## config.mk

```make
export PLATFORM = sky130hd
export DESIGN_NAME = ring_rr_arbiter_flat
export DESIGN_NICKNAME = d
export VERILOG_FILES = /design/src/rtl/ring_rr_arbiter_pkg.sv /design/src/rtl/ring_rr_arbiter_if.sv /design/src/rtl/ring_rr_arbiter_pick.sv /design/src/rtl/ring_rr_arbiter.sv /design/src/flat_wrapper.sv
export SDC_FILE = /design/constraint.sdc
export NUM_CORES = 1
export LEC_CHECK = 0
export CORE_MARGIN = 4
export CORE_UTILIZATION = 55
export CTS_CLUSTER_DIAMETER = 100
export CTS_CLUSTER_SIZE = 10
export DETAILED_ROUTE_END_ITERATION = 8
export GPL_TIMING_DRIVEN = 0
export PLACE_DENSITY = 0.85
export SYNTH_ARGS = -nofsm -noshare
export SYNTH_HDL_FRONTEND = slang
export SYNTH_SLANG_ARGS = --single-unit
```

## constraint.sdc

```tcl
create_clock -name i_clk -period 5.4 [get_ports i_clk]
set_clock_uncertainty 0.2 [all_clocks]
set_input_delay 1.35 -clock i_clk [delete_from_list [all_inputs] [get_ports i_clk]]
set_output_delay 1.35 -clock i_clk [all_outputs]
set_load 0.03 [all_outputs]
```

## src/rtl/ring_rr_arbiter_pkg.sv

```systemverilog
// ring_arb_pkg: state encoding and token helpers shared by the ring arbiter.
// The optional hold timeout is selected with RING_ARB_TIMEOUT_EN.
package ring_arb_pkg;

  // Widest requester vector the helpers handle.
  localparam int MAX_REQ = 32;

  typedef enum logic [1:0] {
    ST_IDLE  = 2'b00,
    ST_GRANT = 2'b01
  } state_e;

  // Binary index of a one-hot vector (0 when empty).
  function automatic logic [4:0] oh2idx(input logic [MAX_REQ-1:0] v);
    logic [4:0] r;
    r = '0;
    for (int i = 0; i < MAX_REQ; i++)
      if (v[i]) r = r | 5'(i);
    return r;
  endfunction

  // Rotate an n-bit one-hot toward the LSB; bit 0 wraps to bit n-1.
  function automatic logic [MAX_REQ-1:0] rotr1(input logic [MAX_REQ-1:0] v, input int n);
    return (v >> 1) | (MAX_REQ'(v[0]) << (n - 1));
  endfunction

endpackage

```

## src/rtl/ring_rr_arbiter_if.sv

```systemverilog
// Requester-side bus of the ring arbiter: requests/release in, grant status out.
// The optional hold timeout is selected with RING_ARB_TIMEOUT_EN.
interface ring_rr_arbiter_if #(
  parameter int NUM_REQ = 8,
  parameter int IDX_W   = 3,
  parameter int HOLD_W  = 4
);
  logic               i_enable_n;
  logic [NUM_REQ-1:0] i_req;
  logic               i_release;
  logic [NUM_REQ-1:0] o_grant;
  logic               o_grant_valid;
  logic [IDX_W-1:0]   o_owner_idx;
  logic [NUM_REQ-1:0] o_token;
  logic [HOLD_W-1:0]  o_hold_cnt;
  logic               o_preempt;

  modport master (
    output i_enable_n, i_req, i_release,
    input  o_grant, o_grant_valid, o_owner_idx, o_token, o_hold_cnt, o_preempt
  );

  modport slave (
    input  i_enable_n, i_req, i_release,
    output o_grant, o_grant_valid, o_owner_idx, o_token, o_hold_cnt, o_preempt
  );
endinterface

```

## src/rtl/ring_rr_arbiter_pick.sv

```systemverilog
// ring_priority_pick: combinational round-robin pick. Scan starts at the token
// bit and walks toward the LSB, wrapping to the MSB; first set request wins.
// The optional hold timeout of the arbiter is selected with RING_ARB_TIMEOUT_EN.
module ring_priority_pick #(
  parameter int NUM_REQ = 8,
  parameter int IDX_W   = 3
) (
  input  logic [NUM_REQ-1:0] token_i,
  input  logic [NUM_REQ-1:0] req_i,
  output logic [NUM_REQ-1:0] win_o,
  output logic               vld_o
);

  // Priority scan from the token position downward with wrap.
  always_comb begin
    int tidx;
    logic [IDX_W-1:0] sel;
    win_o = '0;
    vld_o = 1'b0;
    tidx  = 0;
    sel   = '0;
    for (int i = 0; i < NUM_REQ; i++)
      if (token_i[i]) tidx = i;
    for (int k = 0; k < NUM_REQ; k++) begin
      sel = IDX_W'((tidx - k + NUM_REQ) % NUM_REQ);
      if (!vld_o && req_i[sel]) begin
        win_o[sel] = 1'b1;
        vld_o      = 1'b1;
      end
    end
  end

endmodule

```

## src/rtl/ring_rr_arbiter.sv

```systemverilog
// ring_rr_arbiter: one-hot token round-robin arbiter with grant/hold/release
// sequencing and a hold counter. A forced release after MAX_HOLD cycles of
// contention is compiled in with RING_ARB_TIMEOUT_EN.
module ring_rr_arbiter
  import ring_arb_pkg::*;
#(
  parameter int NUM_REQ  = 8,
  parameter int MAX_HOLD = 4,
  parameter int HOLD_W   = 4,
  parameter int IDX_W    = 3
) (
  input  logic             i_clk,
  input  logic             i_reset_n,
  ring_rr_arbiter_if.slave bus
);

  if (NUM_REQ < 2 || NUM_REQ > MAX_REQ) begin : g_bad_num_req
    $error("ring_rr_arbiter: NUM_REQ out of range");
  end
  if ((1 << HOLD_W) <= MAX_HOLD) begin : g_bad_hold_w
    $error("ring_rr_arbiter: HOLD_W too narrow for MAX_HOLD");
  end
  if (IDX_W != $clog2(NUM_REQ)) begin : g_bad_idx_w
    $error("ring_rr_arbiter: IDX_W must be clog2(NUM_REQ)");
  end

  state_e             state_q;
  logic [NUM_REQ-1:0] grant_q, token_q, token_d, win;
  logic [IDX_W-1:0]   owner_q;
  logic [HOLD_W-1:0]  hold_q;
  logic               preempt_q, win_vld, rel, tmo;

  ring_priority_pick #(.NUM_REQ(NUM_REQ), .IDX_W(IDX_W)) u_pick (
    .token_i (token_q),
    .req_i   (bus.i_req),
    .win_o   (win),
    .vld_o   (win_vld)
  );

  // Release/timeout detection and next token for the current owner.
  always_comb begin
    rel = bus.i_release | ~(|(bus.i_req & grant_q));
`ifdef RING_ARB_TIMEOUT_EN
    tmo = (hold_q == HOLD_W'(MAX_HOLD - 1)) && (|(bus.i_req & ~grant_q));
`else
    tmo = 1'b0;
`endif
    token_d = NUM_REQ'(rotr1(MAX_REQ'(grant_q), NUM_REQ));
  end

  // Grant FSM with registered outputs; release always passes through IDLE.
  always_ff @(posedge i_clk) begin
    if (!i_reset_n) begin
      state_q   <= ST_IDLE;
      grant_q   <= '0;
      owner_q   <= '0;
      token_q   <= {1'b1, {(NUM_REQ-1){1'b0}}};
      hold_q    <= '0;
      preempt_q <= 1'b0;
    end else begin
      preempt_q <= 1'b0;
      case (state_q)
        ST_IDLE: begin
          if (!bus.i_enable_n && win_vld) begin
            state_q <= ST_GRANT;
            grant_q <= win;
            owner_q <= IDX_W'(oh2idx(MAX_REQ'(win)));
            hold_q  <= '0;
          end
        end
        ST_GRANT: begin
          if (rel || tmo) begin
            state_q   <= ST_IDLE;
            grant_q   <= '0;
            owner_q   <= '0;
            hold_q    <= '0;
            token_q   <= token_d;
            // A voluntary release on the timeout cycle is not a preemption.
            preempt_q <= tmo & ~rel;
          end else if (hold_q != '1) begin
            hold_q <= hold_q + 1'b1;
          end
        end
        default: begin
          state_q <= ST_IDLE;
          grant_q <= '0;
          owner_q <= '0;
          hold_q  <= '0;
        end
      endcase
    end
  end

  assign bus.o_grant       = grant_q;
  assign bus.o_grant_valid = (state_q == ST_GRANT);
  assign bus.o_owner_idx   = owner_q;
  assign bus.o_token       = token_q;
  assign bus.o_hold_cnt    = hold_q;
  assign bus.o_preempt     = preempt_q;

endmodule

```

## src/flat_wrapper.sv

```systemverilog
// flat-port wrapper written by rule: the top's interface ports become plain ports
module ring_rr_arbiter_flat import ring_arb_pkg::*;
#(
  parameter int NUM_REQ  = 8,
  parameter int MAX_HOLD = 4,
  parameter int HOLD_W   = 4,
  parameter int IDX_W    = 3
)
  (i_clk, i_reset_n, bus_i_enable_n, bus_i_req, bus_i_release, bus_o_grant, bus_o_grant_valid, bus_o_owner_idx, bus_o_token, bus_o_hold_cnt, bus_o_preempt);
  ring_rr_arbiter_if #(.NUM_REQ(NUM_REQ), .IDX_W(IDX_W), .HOLD_W(HOLD_W)) bus_i ();
  input  logic i_clk;
  input  logic i_reset_n;
  input wire logic [$bits(bus_i.i_enable_n)-1:0] bus_i_enable_n;
  input wire logic [$bits(bus_i.i_req)-1:0] bus_i_req;
  input wire logic [$bits(bus_i.i_release)-1:0] bus_i_release;
  output wire logic [$bits(bus_i.o_grant)-1:0] bus_o_grant;
  output wire logic [$bits(bus_i.o_grant_valid)-1:0] bus_o_grant_valid;
  output wire logic [$bits(bus_i.o_owner_idx)-1:0] bus_o_owner_idx;
  output wire logic [$bits(bus_i.o_token)-1:0] bus_o_token;
  output wire logic [$bits(bus_i.o_hold_cnt)-1:0] bus_o_hold_cnt;
  output wire logic [$bits(bus_i.o_preempt)-1:0] bus_o_preempt;
  assign bus_i.i_enable_n = bus_i_enable_n;
  assign bus_i.i_req = bus_i_req;
  assign bus_i.i_release = bus_i_release;
  assign bus_o_grant = bus_i.o_grant;
  assign bus_o_grant_valid = bus_i.o_grant_valid;
  assign bus_o_owner_idx = bus_i.o_owner_idx;
  assign bus_o_token = bus_i.o_token;
  assign bus_o_hold_cnt = bus_i.o_hold_cnt;
  assign bus_o_preempt = bus_i.o_preempt;
  ring_rr_arbiter #(.NUM_REQ(NUM_REQ), .MAX_HOLD(MAX_HOLD), .HOLD_W(HOLD_W), .IDX_W(IDX_W)) u_core (.i_clk(i_clk), .i_reset_n(i_reset_n), .bus(bus_i));
endmodule
```

==> results of run 1 <==
-- power breakdown --
group	internal (mW)	switching, mW	leakage (nW)	total, mW
registers	0.186	0.0104	0.196	0.197
clock network	0.0992	0.0606	0.0357	0.160
logic	0.127	0.218	0.852	0.345
total	0.413	0.289	1.08	0.702
-- cell families (layout without fill, tap and decap cells) --
logic type / Yosys count / count (layout) / synth area share (%)
and+or+nand+nor: 134 / 134 / 27.8
AOI/OAI and AO/OA: 95 / 95 / 29.1
buffers and inverters: 34 / 71 / 5.91
muxes: 27 / 27 / 13.9
DFF: 24 / 24 / 18.9
adders and majority gates: 6 / 6 / 2.95
xor gates and xnor gates: 4 / 4 / 1.38
other: 1 / 1 / 0.147
-- per-layer routing --
metal  wire [um]  vias up  global-route usage [%]
li1            -     1322                       -
met1        3540     1365                    41.0
met2        3790      215                    41.8
met3         917       24                    7.09
met4         201        0                    9.61
met5           0        -                       0
-- worst max-delay path, delay by kind of cell, from the launching register on --
kind | cells | cell delay [ns]
flops | 1 | 0.31
fa+ha+maj | 1 | 0.28
compound gates | 3 | 0.92
simple gates | 4 | 0.53
buf+inv | 6 | 1.39
xor+xnor | 1 | 0.37
mux | 2 | 0.64
-- sequential cells by signal, summed over array words and instances, names as in the netlist --
| signal | count |
|---|---|
| u_core.state_q | 1 |
| u_core.bus.o_owner_idx | 3 |
| u_core.bus.o_token | 8 |
| u_core.bus.o_hold_cnt | 4 |
| u_core.bus.o_grant | 8 |
-- cell usage after synthesis (all sizes together), types with 3 or more instances --
cell,count
a21o,3
nor4,5
o311ai,4
nor2,30
dfxtp,24
and2,4
nand4,9
a41oi,3
nor4b,3
o21a,4
and3,4
o211ai,8
a221oi,3
buf,10
o221ai,5
a21oi,12
a22oi,4
mux2i,16
mux2,6
a21boi,3
o21ai,14
inv,13
nand3,19
nor3,13
a311oi,3
o22ai,3
mux4,5
ha,6
a211o,3
clkbuf,11
a211oi,8
nand2,33
-- cell usage in the layout (no fill, tap or decap), types with 4 or more instances in the layout --
master,n
and3_1,4
nand2_1,33
nand3_1,18
a211oi_1,6
clkdlybuf4s50_1,33
mux4_2,5
and2_1,4
nor2_1,28
clkbuf_1,11
a22oi_1,4
nand4_1,9
dfxtp_1,24
buf_2,6
mux2_2,6
a21oi_1,11
nor3_1,13
inv_1,11
o211ai_1,7
ha_1,6
mux2i_1,15
o221ai_1,5
o21ai_0,12
o21a_1,4
-- area by class of cell --
class / instances / area [sq um] / area share (%)
multi-input combinational: 267 / 1910 / 63.5
sequential: 24 / 480 / 16.0
timing repair buffer: 33 / 330 / 11.0
buffer: 21 / 101 / 3.37
tap: 52 / 65.1 / 2.16
inverter: 13 / 48.8 / 1.62
clock buffer: 3 / 41.3 / 1.37
clock inverter: 1 / 30.0 / 0.998
-- stage by stage --
step	total power [mW]	setup WS (ns)	hold WS [ns]	util, %
after global routing	0.735	0.403	0.339	68.2
final	0.702	0.611	0.296	68.2
after CTS	0.692	0.744	0.300	68.2
after global placement	0.532	0.490	0.282	66.6
after floorplan	0.440	1.36	0.400	-
after detailed placement	0.533	0.639	0.285	66.6
-- worst paths after layout --
path,slack (ns),end,cells past startpoint
max reg2reg,0.61,u_core.bus.o_grant[2],17
min,0.30,u_core.bus.o_hold_cnt[1],2
min reg2reg,0.30,u_core.bus.o_hold_cnt[1],2
max,0.61,u_core.bus.o_grant[2],17
==> summary.md, run 1 <==
| Metric | Value |
|---|---|
| Max-Cap Viols | `0` |
| Top Ports | `37` |
| Ys async rst share | `0%` |
| Post-route ant nets | `0` |
| Clk sinks | `24` |
| Worst Tran Pin Value | `0.708 ns` |
| Critical path arrival | `4.74 ns` |
| Count of input and output buffers | `33` |
| Routed via count | `2,926` |
| GPL Wtd Cong | `1.01` |
| Critical setup path kind | `flop to flop` |
| Worst skew pair latency | `0.27 ns` |
| Placed cell area | `2940 sq um` |
| CORE AREA | `4410 sq um` |
| Top_reg_cell synth | `dfxtp_1` |
| Status | `completed` |
| Placed cell count | `410` |
| Area grow syn2layout | `18.4%` |
| CP Capture Type | `flop` |
| Peak supply drop | `0.207 mV` |
| Clk slew on worst S/H paths | `0.09 ns` |
| Die span in y | `76.0 um` |
| Netlist cell types | `77` |
| Max Clock Freq | `209 MHz` |
| Fillers | `407` |
| Post-CTS Resized | `0` |
| Seq cells post-synth | `24` |
| Synth Cell Area | `2540 sq um` |
| ANT cells | `0` |
| YS warnings | `0` |
| Net Count, Synth | `343` |
| Vias in the first global route | `2,752` |
| Leakage | `1.08 nW` |
| Mapped Cells | `325` |
| Hold Vio Cnt, Final | `0` |
| Longest Clk Path Bufs | `2` |
| Startpoint Class | `flop` |
| GR Util All Layers | `28.7%` |
| CP max-delay cell | `o21ai_1` |
| Post-synth EDFFs | `0` |
| Site Rows | `24` |
| Crit Path Max Fanout | `10` |
| First-pass GRT wire length | `14,100 um` |
| Initial antenna violation count | `0` |
| DRT Wirelength | `8460 um` |
| Root buffer cell | `clkbuf_8` |
| Grt ovf | `0` |
| HP Class | `flop to flop` |
| Setup Buffers After CTS | `0` |
| CTS tree | `done` |
| Final #Nets | `381` |
| Vias per cell | `7.07` |
| H-tree lvl count | `1` |
| Crit path from | `u_core.bus.o_token[4]` |
| Most used cell, CP | `buf_2` |
| Largest area contributor in the netlist | `dfxtp_1` |
| Die W | `76.0 um` |
| Starting Density | `57.6%` |
| Crit-path max cell delay | `0.42 ns` |
| Fin crit share | `88.7%` |
| Wire length per cell | `20.4 um` |
| Mean Syn Cell Area | `7.82 sq um` |
| Crit path cell chain | `buf_4 > and2b_4 > a211oi_4 > nor2_4 > inv_2 > buf_6 > clkbuf_1 > ha_1 > xor2_1 > mux4_2 > mux2i_4 > nand3_2 > o21ai_1 > buf_2 > buf_2 > o21a_1 > nor2_1` |
| Pre-antenna DRT Iters | `8` |
| Unrepaired setup endpoints after global routing | `no` |
| Final slew viol count | `0` |
| Seq/Total Area, Yosys | `18.9%` |
| Hold_buf cts | `0` |
| CP Data Required Time | `5.35 ns` |
| Reg-to-reg startpoint | `u_core.bus.o_token[4]` |
| Largest cells by area after synthesis | `dfxtp_1 19%, mux2i_1 5.9%, nand2_1 4.9%` |
| Layout cell share with drive strength beyond 1 | `11.9%` |
| Setup tns final | `0 ns` |
| Fin cells | `414` |
| Fin area | `3010 sq um` |
| Hold path startpoint | `u_core.bus.o_hold_cnt[1]` |
| Total CTS buffers | `3` |
| Iteration-0 DRC count of the detailed router | `357` |
| Die ar. | `5770 sq um` |
| Top cell type's share of synthesized area | `18.9%` |
| Relative slew margins | `52.4%` |
| # setup viols final | `0` |
| Post-DP HPWL | `6340 um` |
| P per Cell Area | `233 nW/um^2` |
| Crit path time final | `4.79 ns` |
| Drt drc | `0` |
| Largest net degree at the start of global routing | `15` |
No activity file was read; power rests on OpenSTA's default activity.
==> run 2, diff against run 1 <==
--- a/config.mk
+++ b/config.mk
@@ -12,6 +12,7 @@
 export DETAILED_ROUTE_END_ITERATION = 8
 export GPL_TIMING_DRIVEN = 0
 export PLACE_DENSITY = 0.85
+export RECOVER_POWER = 50
 export SYNTH_ARGS = -nofsm -noshare
 export SYNTH_HDL_FRONTEND = slang
 export SYNTH_SLANG_ARGS = --single-unit
==> run 2 against run 1 <==
  * Critical path type unchanged
  * Worst hold slack got worse by 0.0027 ns
  * Largest power group unchanged
  * Global-route usage unchanged
  * Utilization unchanged
==> summary.md, run 2 (synthesis results as in run 1) <==
| Metric | Value |
|---|---|
| DRT Wirelength | `8460 um` |
| Fin crit share | `88.2%` |
| Placed cell area | `2940 sq um` |
| Reg-to-reg startpoint | `u_core.bus.o_token[4]` |
| WHS | `0.293 ns` |
| Post-DP HPWL | `6340 um` |
| Leakage | `1.15 nW` |
| # setup viols final | `0` |
| Peak supply drop | `0.205 mV` |
| Crit path time final | `4.76 ns` |
| Die ar. | `5770 sq um` |
| Layout cell share with drive strength beyond 1 | `11.9%` |
| Die W | `76.0 um` |
| Hold path startpoint | `u_core.bus.o_hold_cnt[1]` |
| Root buffer cell | `clkbuf_8` |
| Hold Vio Cnt, Final | `0` |
| Critical setup path kind | `flop to flop` |
| HP Class | `flop to flop` |
| Die span in y | `76.0 um` |
| CP Capture Type | `flop` |
| Clk sinks | `24` |
| Critical path arrival | `4.71 ns` |
| Unrepaired setup endpoints after global routing | `no` |
| Setup tns final | `0 ns` |
| Final slew viol count | `0` |
| First-pass GRT wire length | `14,100 um` |
| Initial antenna violation count | `0` |
| Startpoint Class | `flop` |
| Area grow syn2layout | `18.4%` |
| Clk slew on worst S/H paths | `0.09 ns` |
| CORE AREA | `4410 sq um` |
| Max Clock Freq | `210 MHz` |
| CP Data Required Time | `5.35 ns` |
| Post-CTS Resized | `0` |
| Vias per cell | `7.05` |
| Max-Cap Viols | `0` |
| Grt ovf | `0` |
| Count of input and output buffers | `33` |
| Wire length per cell | `20.4 um` |
| Starting Density | `57.6%` |
| Hold Path Stages | `2` |
| Relative slew margins | `51.2%` |
| Worst skew pair latency | `0.27 ns` |
| Pre-antenna DRT Iters | `5` |
| Most frequent cells in the layout | `33 x nand2_1, 28 x nor2_1, 24 x dlygate4sd3_1, 24 x dfxtp_1, 18 x nand3_1` |
| Routed via count | `2,917` |
| GR Util All Layers | `28.7%` |
| Worst Tran Pin Value | `0.726 ns` |
| GPL Wtd Cong | `1.01` |
| Largest net degree at the start of global routing | `15` |
| Final #Nets | `381` |
| Vias in the first global route | `2,752` |
| Fin area | `3010 sq um` |
| Drt drc | `0` |
| Reg2reg path depth | `17` |
| H-tree lvl count | `1` |
| Post-route ant nets | `0` |
| Top Ports | `37` |
| Hold_buf cts | `0` |
| Most common cell after layout, fill and taps aside | `nand2_1` |
| CTS tree | `done` |
| Overall power | `0.697 mW` |
| Crit Path Max Fanout | `10` |
| P per Cell Area | `232 nW/um^2` |
| Total CTS buffers | `3` |
| Crit path from | `u_core.bus.o_token[4]` |
| ANT cells | `0` |
| Status | `completed` |
| Iteration-0 DRC count of the detailed router | `355` |
| Longest Clk Path Bufs | `2` |
| Site Rows | `24` |
| Setup Buffers After CTS | `0` |
## run 2: cell types whose count changed in the layout (fill, tap and decap cells not counted)
cell             before  now
clkdlybuf4s50_1      33    9
dlygate4sd3_1         0   24
## run 2: worst paths after layout
kind | slack (ns) | end
max | 0.64 | u_core.bus.o_grant[2]
max reg2reg | 0.64 | u_core.bus.o_grant[2]
min | 0.29 | u_core.bus.o_hold_cnt[1]
min reg2reg | 0.29 | u_core.bus.o_hold_cnt[1]
## run 2: cell type report
class / instances / area [sq um]
buffer: 21 / 101
timing repair buffer: 33 / 330
fill: 407 / 1410
inverter: 13 / 48.8
multi-input combinational: 267 / 1910
clock buffer: 3 / 41.3
sequential: 24 / 480
clock inverter: 1 / 30.0
tap: 52 / 65.1
## run 2: power by group
part | switching [mW] | internal, mW | leakage [nW]
registers | 0.00989 | 0.186 | 0.196
clock network | 0.0598 | 0.0992 | 0.0357
logic | 0.218 | 0.124 | 0.921
## run 2: stage by stage
| step | util (%) | std cells | setup WS [ns] |
|---|---|---|---|
| after global placement | 66.6 | 410 | 0.490 |
| after floorplan | - | 325 | 1.36 |
| after global routing | 68.2 | 414 | 0.405 |
| final | 68.2 | 414 | 0.639 |
| after CTS | 68.2 | 414 | 0.744 |
| after detailed placement | 66.6 | 410 | 0.639 |
## run 2: critical path, stage by stage (launching register included)
cell and delay [ns]:
dfxtp_1 0.31, buf_4 0.17, and2b_4 0.19, a211oi_4 0.32, nor2_4 0.11, inv_2 0.10, buf_6 0.17, clkbuf_1 0.38
ha_1 0.28, xor2_1 0.38, mux4_2 0.40, mux2i_4 0.24, nand3_2 0.18, o21ai_1 0.42, buf_2 0.29, buf_2 0.26
o21a_1 0.18, nor2_1 0.05
## run 2: metal layers
metal | vias to the layer above | part of all wire [%] | GRT usage [%] | wire length, um
met5 | - | 0 | 0 | 0
met4 | 0 | 2.6 | 9.61 | 220
met3 | 28 | 9.3 | 7.09 | 788
met2 | 195 | 45 | 41.8 | 3790
met1 | 1380 | 43 | 41.0 | 3660
li1 | 1314 | - | - | -
==> run 3, diff against run 2 <==
--- a/config.mk
+++ b/config.mk
@@ -5,8 +5,10 @@
 export SDC_FILE = /design/constraint.sdc
 export NUM_CORES = 1
 export LEC_CHECK = 0
+export CELL_PAD_IN_SITES_DETAIL_PLACEMENT = 1
+export CELL_PAD_IN_SITES_GLOBAL_PLACEMENT = 1
 export CORE_MARGIN = 4
-export CORE_UTILIZATION = 55
+export CORE_UTILIZATION = 41
 export CTS_CLUSTER_DIAMETER = 100
 export CTS_CLUSTER_SIZE = 10
 export DETAILED_ROUTE_END_ITERATION = 8
==> run 3 against run 2 <==
  * Wire length is 19% higher
  * Sequential power barely moved
  * Cell area grew 0.96%
  * Utilization is 17 points lower
  * Sequential share of layout area is 0.15 points lower
  * First-iteration DRC count fell by 13%
  * Setup slack got worse by 0.13 ns
  * Non-clock buffer count unchanged
==> summary.md, run 3 (synthesis results as in run 1) <==
| Metric | Value |
|---|---|
| Crit path time final | `4.89 ns` |
| Pre-antenna DRT Iters | `5` |
| Count of input and output buffers | `33` |
| Reg-to-reg startpoint | `u_core.bus.o_token[4]` |
| # setup viols final | `0` |
| First-pass GRT wire length | `16,600 um` |
| CP Data Required Time | `5.36 ns` |
| Initial antenna violation count | `0` |
| Final slew viol count | `0` |
| H-tree lvl count | `1` |
| P per Cell Area | `235 nW/um^2` |
| Vias per cell | `6.70` |
| Die W | `86.7 um` |
| GPL Wtd Cong | `0.998` |
| Leakage | `1.15 nW` |
| Vias in the first global route | `3,077` |
| Root buffer cell | `clkbuf_8` |
| Grt ovf | `0` |
| Hold_buf cts | `0` |
| Largest net degree at the start of global routing | `15` |
| ANT cells | `0` |
| Clk slew on worst S/H paths | `0.09 ns` |
| Setup tns final | `0 ns` |
| Die span in y | `86.7 um` |
| Critical path arrival | `4.85 ns` |
| DRT Wirelength | `10,100 um` |
| Hold Vio Cnt, Final | `0` |
| Startpoint Class | `flop` |
| Final #Nets | `381` |
| Most used cell, CP | `buf_2` |
| Top Ports | `37` |
| Crit path cell chain | `buf_4 > and2b_4 > a211oi_4 > nor2_4 > inv_2 > buf_6 > clkbuf_1 > ha_1 > xor2_1 > mux4_2 > mux2i_4 > nand3_2 > o21ai_1 > buf_2 > buf_2 > o21a_1 > nor2_1` |
| Overall power | `0.713 mW` |
| Worst skew pair latency | `0.28 ns` |
| Site Rows | `28` |
| GR Util All Layers | `28.0%` |
| Clk sinks | `24` |
| Wire length per cell | `23.0 um` |
| Crit path from | `u_core.bus.o_token[4]` |
| Layout Utilization | `51.0%` |
| CTS tree | `done` |
| Setup Buffers After CTS | `0` |
| Die ar. | `7520 sq um` |
| Area grow syn2layout | `19.5%` |
| Hold path startpoint | `u_core.bus.o_owner_idx[0]` |
| Relative slew margins | `51.0%` |
| Iteration-0 DRC count of the detailed router | `310` |
| CORE AREA | `5960 sq um` |
| Longest Clk Path Bufs | `2` |
| Fin crit share | `90.6%` |
| Layout cell share with drive strength beyond 1 | `11.9%` |
| Post-CTS Resized | `0` |
| Crit-path max cell delay | `0.43 ns` |
| Most common cell after layout, fill and taps aside | `nand2_1` |
| Routed via count | `2,928` |
| Status | `completed` |
| CP Capture Type | `flop` |
| CP max-delay cell | `clkbuf_1` |
| Total CTS buffers | `3` |
| Crit Path Max Fanout | `10` |
| Critical setup path kind | `flop to flop` |
| Most frequent cells in the layout | `33 x nand2_1, 28 x nor2_1, 24 x dlygate4sd3_1, 24 x dfxtp_1, 18 x nand3_1` |
| Max Clock Freq | `204 MHz` |
| Post-DP HPWL | `7590 um` |
| Post-route ant nets | `0` |
| Starting Density | `42.7%` |
| HP Class | `flop to flop` |
| Max-Cap Viols | `0` |
| Drt drc | `0` |
| Peak supply drop | `0.194 mV` |
| Unrepaired setup endpoints after global routing | `no` |
| Worst Tran Pin Value | `0.729 ns` |
[run 3: cell type report]
type	count	area, sq um
Tap cell	75	93.8
Clock buffer	3	41.3
Multi-Input combinational cell	267	1910
Sequential cell	24	480
Timing Repair Buffer	33	330
Buffer	21	101
Clock inverter	1	30.0
Inverter	13	48.8
Fill cell	741	2920
[run 3: path summary, 6_finish.rpt]
path	end	slack, ns	cells after the start
worst max-delay path	u_core.bus.o_grant[3]	0.51	17
worst min-delay path	u_core.bus.o_owner_idx[0]	0.30	2
worst max register to register	u_core.bus.o_grant[3]	0.51	17
worst min register to register	u_core.bus.o_owner_idx[0]	0.30	2
[run 3: per-stage QoR]
| stage | cells | instance area [sq um] | hold slack, ns | setup WS [ns] |
|---|---|---|---|---|
| 6_report | 437 | 3040 | 0.300 | 0.506 |
| 5_1_grt | 437 | 3040 | 0.334 | 0.266 |
| 4_1_cts | 437 | 3040 | 0.307 | 0.605 |
| 3_5_place_dp | 433 | 2970 | 0.286 | 0.516 |
| 3_3_place_gp | 433 | 2970 | 0.278 | 0.534 |
| 2_1_floorplan | 325 | 2540 | 0.400 | 1.36 |
[run 3: layer usage]
metal | vias up | global-route usage [%] | part of all wire, %
li1 | 1322 | - | -
met1 | 1413 | 36.3 | 41
met2 | 164 | 45.8 | 47
met3 | 29 | 6.65 | 8.8
met4 | 0 | 8.92 | 3.1
met5 | - | 0 | 0
[run 3: worst max-delay path: cells and delay by family, from the launching register on]
kind | cells | cell delay (ns)
buf+inv | 6 | 1.45
compound gates | 3 | 0.95
mux | 2 | 0.65
simple gates | 4 | 0.52
xor+xnor | 1 | 0.37
flops | 1 | 0.33
fa+ha+maj | 1 | 0.30
[run 3: power by group]
part	switching [mW]	internal, mW
clock	0.0626	0.0993
combinational	0.230	0.124
sequential	0.0107	0.186
